$ cat src/rtl/bcd_time_of_day_counter.sv
// ---------------------------------------------------------------------------
// bcd_pair_inc
//   Next-value logic for one packed-BCD digit pair (tens [7:4], units [3:0]).
//   Wraps to 0x00 when the value equals MAX; otherwise the units digit counts
//   0..9 and carries into the tens digit.
//   Ports:
//     val    - current packed-BCD value
//     nxt    - value after one increment
//     at_max - val is the terminal count (increment wraps, carry-out)
// ---------------------------------------------------------------------------
module bcd_pair_inc #(
   parameter logic [7:0] MAX = 8'h59
) (
   input  logic [7:0] val,
   output logic [7:0] nxt,
   output logic       at_max
);

   always_comb begin
      at_max = (val == MAX);
      if (at_max)
         nxt = 8'h00;
      else if (val[3:0] == 4'd9)
         nxt = {val[7:4] + 4'd1, 4'd0};
      else
         nxt = {val[7:4], val[3:0] + 4'd1};
   end

endmodule

// ---------------------------------------------------------------------------
// bcd_time_of_day_counter
//   Free-running 24-hour clock (HH:MM:SS, packed BCD) with an internal
//   prescaler producing one second every CLK_DIV clock cycles, and a set mode
//   where hours/minutes are bumped by single-cycle pulses.
//   Ports:
//     clk      - system clock, all state on rising edge
//     rst_n    - asynchronous active-low reset
//     set_mode - 1 = set (timekeeping frozen, seconds held at 00), 0 = run
//     inc_hr   - set mode: hours +1 per high cycle (23 -> 00)
//     inc_min  - set mode: minutes +1 per high cycle (59 -> 00, no carry)
//     hr_bcd   - hours   0x00..0x23
//     min_bcd  - minutes 0x00..0x59
//     sec_bcd  - seconds 0x00..0x59
//     sec_tick - registered pulse, high while outputs show a new second
//     day_wrap - registered pulse, high while outputs show the run-mode
//                rollover 23:59:59 -> 00:00:00
// ---------------------------------------------------------------------------
module bcd_time_of_day_counter #(
   parameter int CLK_DIV = 100000000
) (
   input  logic       clk,
   input  logic       rst_n,
   input  logic       set_mode,
   input  logic       inc_hr,
   input  logic       inc_min,
   output logic [7:0] hr_bcd,
   output logic [7:0] min_bcd,
   output logic [7:0] sec_bcd,
   output logic       sec_tick,
   output logic       day_wrap
);

   localparam int              PW      = (CLK_DIV > 1) ? $clog2(CLK_DIV) : 1;
   localparam logic [PW-1:0]   PS_LAST = PW'(CLK_DIV - 1);

   // digit pair index: 0 = seconds, 1 = minutes, 2 = hours
   localparam int SEC = 0;
   localparam int MIN = 1;
   localparam int HR  = 2;

   logic [PW-1:0]   ps_cnt;
   logic            tick_q;
   logic [2:0][7:0] cur;
   logic [2:0][7:0] nxt;
   logic [2:0]      at_max;

   assign cur[SEC] = sec_bcd;
   assign cur[MIN] = min_bcd;
   assign cur[HR]  = hr_bcd;

   // Hours terminate at 0x23, so 0x1A..0x1F and 0x24+ are unreachable.
   for (genvar g = 0; g < 3; g++) begin : g_pair
      bcd_pair_inc #(
         .MAX ((g == HR) ? 8'h23 : 8'h59)
      ) u_inc (
         .val    (cur[g]),
         .nxt    (nxt[g]),
         .at_max (at_max[g])
      );
   end

   // Prescaler. The wrap edge registers tick_q, and the time registers act
   // on tick_q one edge later; this keeps the counter compare off the
   // output path and gives the first second CLK_DIV+1 edges after the
   // prescaler leaves 0 (reset release or set-mode exit), then every
   // CLK_DIV edges.
   always_ff @(posedge clk or negedge rst_n) begin
      if (!rst_n) begin
         ps_cnt <= '0;
         tick_q <= 1'b0;
      end else if (set_mode) begin
         ps_cnt <= '0;
         tick_q <= 1'b0;
      end else if (ps_cnt == PS_LAST) begin
         ps_cnt <= '0;
         tick_q <= 1'b1;
      end else begin
         ps_cnt <= ps_cnt + PW'(1);
         tick_q <= 1'b0;
      end
   end

   // Time registers and status pulses. A tick_q left over from the last
   // run-mode edge is discarded if set mode is entered on this edge.
   always_ff @(posedge clk or negedge rst_n) begin
      if (!rst_n) begin
         hr_bcd   <= 8'h00;
         min_bcd  <= 8'h00;
         sec_bcd  <= 8'h00;
         sec_tick <= 1'b0;
         day_wrap <= 1'b0;
      end else begin
         sec_tick <= 1'b0;
         day_wrap <= 1'b0;
         if (set_mode) begin
            sec_bcd <= 8'h00;
            if (inc_hr)
               hr_bcd <= nxt[HR];
            if (inc_min)
               min_bcd <= nxt[MIN];
         end else if (tick_q) begin
            sec_bcd  <= nxt[SEC];
            sec_tick <= 1'b1;
            if (at_max[SEC]) begin
               min_bcd <= nxt[MIN];
               if (at_max[MIN]) begin
                  hr_bcd   <= nxt[HR];
                  day_wrap <= at_max[HR];
               end
            end
         end
      end
   end

endmodule

$ cat config.mk
export PLATFORM = sky130hd
export DESIGN_NAME = bcd_time_of_day_counter
export DESIGN_NICKNAME = d
export VERILOG_FILES = /design/src/rtl/bcd_time_of_day_counter.sv
export SDC_FILE = /design/constraint.sdc
export NUM_CORES = 1
export LEC_CHECK = 0
export ABC_AREA = 1
export ABC_CLOCK_PERIOD_IN_PS = 3800
export BUFFER_PORTS_ARGS = -buffer_cell sky130_fd_sc_hd__buf_2
export CAP_MARGIN = 25
export CORE_ASPECT_RATIO = 1.2
export CORE_MARGIN = 5
export CORE_UTILIZATION = 38
export DETAILED_ROUTE_END_ITERATION = 8
export PLACE_DENSITY = 0.51
export SLEW_MARGIN = 25
export SYNTH_ARGS = -nofsm -noshare
export SYNTH_HDL_FRONTEND = slang
export SYNTH_HIERARCHICAL = 1
export SYNTH_SLANG_ARGS = --single-unit
$ cat constraint.sdc
create_clock -name clk -period 3.8 [get_ports clk]
set_clock_uncertainty 0.05 [all_clocks]
set_input_delay 0.19 -clock clk [delete_from_list [all_inputs] [get_ports clk]]
set_output_delay 0.19 -clock clk [all_outputs]
set_load 0.05 [all_outputs]
# --- Word level (Yosys, flattened, before mapping) ---
# Cells that the tools add are included.
totals:
  latchBits: 0
  word_cells: 58
  ff_bits: 54
  memories: 0
  inputBits: 5
  romBits: 0
  ram_bits: 0
classes:
  n_lt_le_gt_ge: 0
  n_eq_ne: 9
  bitwise_logic: 0
  div_mod_pow: 0
  shifts: 0
  addsub: 7
  reduce_logical: 7
  multipliers: 0
  n_mux: 27
ops:
  columns: ["op", "n"]
  rows:
  - ["two-way mux 8 bit", 17]
  - ["two-way mux 27 bit", 2]
  - ["adder 27 x 1 -> 27 bit, second input constant", 1]
  - ["equality test 27 bit, second input constant", 1]
  - ["adder 4 x 1 -> 4 bit, second input constant", 6]
  - ["equality test 8 x 7 -> 1 bit, second input constant", 2]
  - ["equality test 4 bit, second input constant", 3]
  - ["equality test 8 x 6 -> 1 bit, second input constant", 1]
  - ["two-way mux 1 bit", 8]
  - ["nonzero test 2 bit", 3]
  - ["inequality test 2 x 1 -> 1 bit, second input constant", 2]
  - ["AND reduction 4 bit", 1]
  - ["AND reduction 3 bit", 1]
  - ["nonzero test 3 bit", 1]
  - ["AND reduction 2 bit", 1]

# --- Depth between registers and ports, before layout ---
logic_depth:
  word_depth: 7
  ltp_mapped: 9
  ltp_nobuf: 9

# --- By module ---
# Netlist, hierarchy kept.
modules_own_cells:
  columns: ["module", "n_inst", "cells_each", "area_per_inst_um2"]
  rows:
  - ["bcd_time_of_day_counter", 1, 300, 2723.9]
  - ["bcd_pair_inc at g_pair[0].u_inc ...", 2, 36, 216.5]
  - ["bcd_pair_inc at g_pair[2].u_inc", 1, 48, 225.2]

# --- Worst setup path before layout ---
# Ideal clock, no wire load.
synth_path:
  kind: "reg-to-reg"
  from: "register min_bcd[0]"
  to: "register hr_bcd[4]"
  stages_incl_launch_ff: 8
  t_required_ps: 3622
  synth_period_minus_slack_ps: 2094
  t_arrival_ps: 1916
  path_slack_ps: 1706
  path_cell_list: "dfrtp_1 > ha_1 > nand3_1 > nor2_2 > inv_1 > o21ai_1 > nand2_2 > mux2_1"
synth_between:
  elab_chain_cells: 3
synth_lines:
  columns: ["item", "line_no", "text"]
  rows:
  - ["from (decl)", "58", "output logic [7:0] min_bcd,"]
  - ["from (signal assigned)", "131", "min_bcd <= nxt[MIN];"]
  - ["from (signal assigned)", "136", "min_bcd <= nxt[MIN];"]
  - ["equality test 8 x 7 -> 1 bit", "20", "at_max = (val == MAX);"]
  - ["via at_max[1]", "76", "logic [2:0] at_max;"]
  - ["nonzero test 2 bit (no source line)", null, null]
  - ["AND reduction 4 bit (no source line)", null, null]
  - ["to (signal assigned)", "129", "hr_bcd <= nxt[HR];"]
  - ["to (signal assigned)", "138", "hr_bcd <= nxt[HR];"]
  - ["to (decl)", "57", "output logic [7:0] hr_bcd,"]
# The timed path passes the listed nets, and every way through them passes these cells.
# A chain may end at the register's enable or synchronous reset.

# --- Worst setup path in the final report ---
layout_path:
  from: "register min_bcd[1]"
  to: "register hr_bcd[5]"
# Same word-level chain as after synthesis.

==> results.md <==
- Status: finished clean
- Commonest non-fill, non-tap cell in the layout: nand2_1
- GRT Total Usage: 0.1442
- Final Hold Viols: 0
- Clock latency on the worst-skew pair: 0.31 ns
- GR Util met2: 0.2492
- GRT met3 Usage: 0.02261
- GRT met1 Usage: 0.1848
- Final Cell Area: 3746 sq um
- Resize count post-CTS: 0
- Synthesized cell area: 3382 sq um
- CTS Hold Bufs: 1
- Fmax: 519.9 MHz
- Endpoints failing setup: 0
- Worst-path clk slew: 0.10 ns
- Die H: 113.3 um
- Global-route wire length before repair: 12.59 mm
- Vias: 2703
- Global route total overflow: 0
- Setup bufs post-CTS: 0
- Syn. warnings: 6
- Initial DRC count: 94
- Clock Path Buffers: 2
- Largest net degree at the start of global routing: 32
- Pwr per Cell Area: 449.6 nW/um^2
- Detail Route Antenna Nets: 0
- Final Util: 0.4327
- Post-DR vias/cell: 4.717
- Root buf cell: clkbuf_8
- Maxcap violations: 0
- Hold WS: 0.2200 ns
- CTS tree: done
- Area Growth Syn to Fin: 10.77%
- Core footprint: 8657 sq um
- Sequential area share after synthesis: 0.3996
- Vias in the first global route: 2688
- Final wirelength: 7.239 mm
- Post-DP Area: 3660 sq um
- Row cnt: 37
- Die W: 96.12 um
- RSZ-0062 raised after global routing: no
- Post-DP HPWL: 5.492 mm
- Yosys reg bits: 54
- Initial antenna violation count: 0
- Busiest grt layer: met2
- Worst vdd ir: 0.3550 mV
- DRC: 0
- Syn_nets: 436
- Final worst path period share: 0.5062
- Clock Sinks: 54
- Crit start category: flop
- Antenna cell count: 0
- Starting density of the core: 0.3907
- Final #Nets: 472
- CP required: 3.95 ns
- Routability cong.: 0.8153
- Arrival @ worst endpoint: 2.07 ns
- CP max FO: 8
- Max-Slew Margin vs Limit: 0.6509
- Setup CP Type: flop to flop
- H-tree Lvls: 2
- PortBufs: 30
- Total CTS buffers: 5
- Worst Tran Pin Value: 0.5237 ns
- Total die area: 10890 sq um
- Synth cell types: 30
- Filler Cell Count: 897
- Routed wire per std cell: 12.63 um
- Mapped Cells: 420
- Setup Total Neg Slack: 0 ns
- CP Capture Type: flop
- Most frequent cells in the layout: nand2_1 (91), nor2_1 (66), dfrtp_1 (54)
- Leak: 1.690 nW
- Layout cell share with drive strength beyond 1: 0.2237
- IO Pins: 31
- Slew Viols, Final: 0
- Hold crit path type: input port to flop
- Min Tclk post-route: 1.923 ns
- Syn avg cell area: 8.052 sq um
- Drt pass-1 iters: 5
## where the power goes
part	leakage (nW)	switching, mW	total [mW]	internal [mW]
Sequential	0.733	0.107	0.750	0.643
Clock	0.0383	0.184	0.311	0.128
Combinational	0.918	0.431	0.623	0.192
## layout make-up
cell class,count,area [sq um],share of cell area
clock buffer,7,76.32,0.02037
inverter,39,148.9,0.03975
multi-input combinational,324,1856,0.4953
sequential,54,1351,0.3607
tap,117,146.4,0.03908
timing repair buffer,32,167.7,0.04476
## through the flow
step                      worst slack, ns  power, mW  cells
final                               1.877      1.684    573
after floorplan                     1.706      1.240    420
after global placement              1.895      1.379    565
after detailed placement            1.862      1.394    565
after CTS                           1.835      1.716    573
after global routing                1.727      1.795    573
## per-layer routing
layer | up-vias | wire, um
li1 | 1403 | -
met1 | 1263 | 3358
met2 | 31 | 3593
met3 | 6 | 208
met4 | 0 | 79
met5 | - | 0
## cells in the mapped netlist
master,number,area [sq um]
xor2_1,14,122.6
a21oi_2,2,17.52
xnor2_1,5,43.79
clkinv_1,1,3.750
nor2_2,16,100.1
o21ai_0,6,30.03
nor2_1,66,247.7
inv_4,1,6.260
buf_6,2,22.52
o21ai_4,1,16.27
and2_1,3,18.77
inv_2,6,22.52
nand4_1,4,25.02
inv_1,31,116.4
nand2_8,1,20.02
a21oi_1,13,65.06
nand3_1,43,215.2
nor3_1,3,15.01
buf_1,1,3.750
mux2_2,14,157.7
o21ai_1,2,10.01
nand2_2,9,56.30
nor3b_1,2,15.01
nor2_4,11,123.9
mux2_1,2,22.52
nand2_4,3,33.78
nand3_2,2,20.02
dfrtp_1,54,1351
nand2_1,91,341.6
ha_1,11,137.6
## worst max-delay path, cell delays in order, from the launching register on
cell and delay (ns):
dfrtp_1 0.43, inv_1 0.07, ha_1 0.17, nand3_1 0.16, nor2_2 0.21, inv_1 0.07
o21ai_1 0.14, nand2_2 0.16, mux2_1 0.35
## worst paths after layout
kind | cells past startpoint | slack (ns) | startpoint | to
max reg2reg | 8 | 1.88 | min_bcd[1]$_DFFE_PN0P_ | hr_bcd[5]$_DFFE_PN0P_
min | 2 | 0.22 | set_mode | ps_cnt[17]$_DFF_PN0_
max | 8 | 1.88 | min_bcd[1]$_DFFE_PN0P_ | hr_bcd[5]$_DFFE_PN0P_
min in group asynchronous | 2 | 0.33 | rst_n | hr_bcd[5]$_DFFE_PN0P_
max in group asynchronous | 3 | 2.56 | rst_n | min_bcd[6]$_DFFE_PN0P_
min reg2reg | 2 | 0.51 | ps_cnt[23]$_DFF_PN0_ | ps_cnt[23]$_DFF_PN0_
## registers in the layout (all words and copies together), names as in the netlist
register  flops
min_bcd       8
day_wrap      1
hr_bcd        8
sec_tick      1
ps_cnt       27
sec_bcd       8
tick_q        1
## kinds of logic after synthesis
group	count (synthesis)	synth area share
XOR/XNOR	19	0.04920
AO/OA/AOI/OAI	24	0.04107
buffers and inverters	42	0.05179
multiplexers	16	0.05327
AND/OR/NAND/NOR	254	0.3644
flip-flops	54	0.3996
adder cells (fa/ha/maj)	11	0.04069
Power figures use the tool's default switching activity.
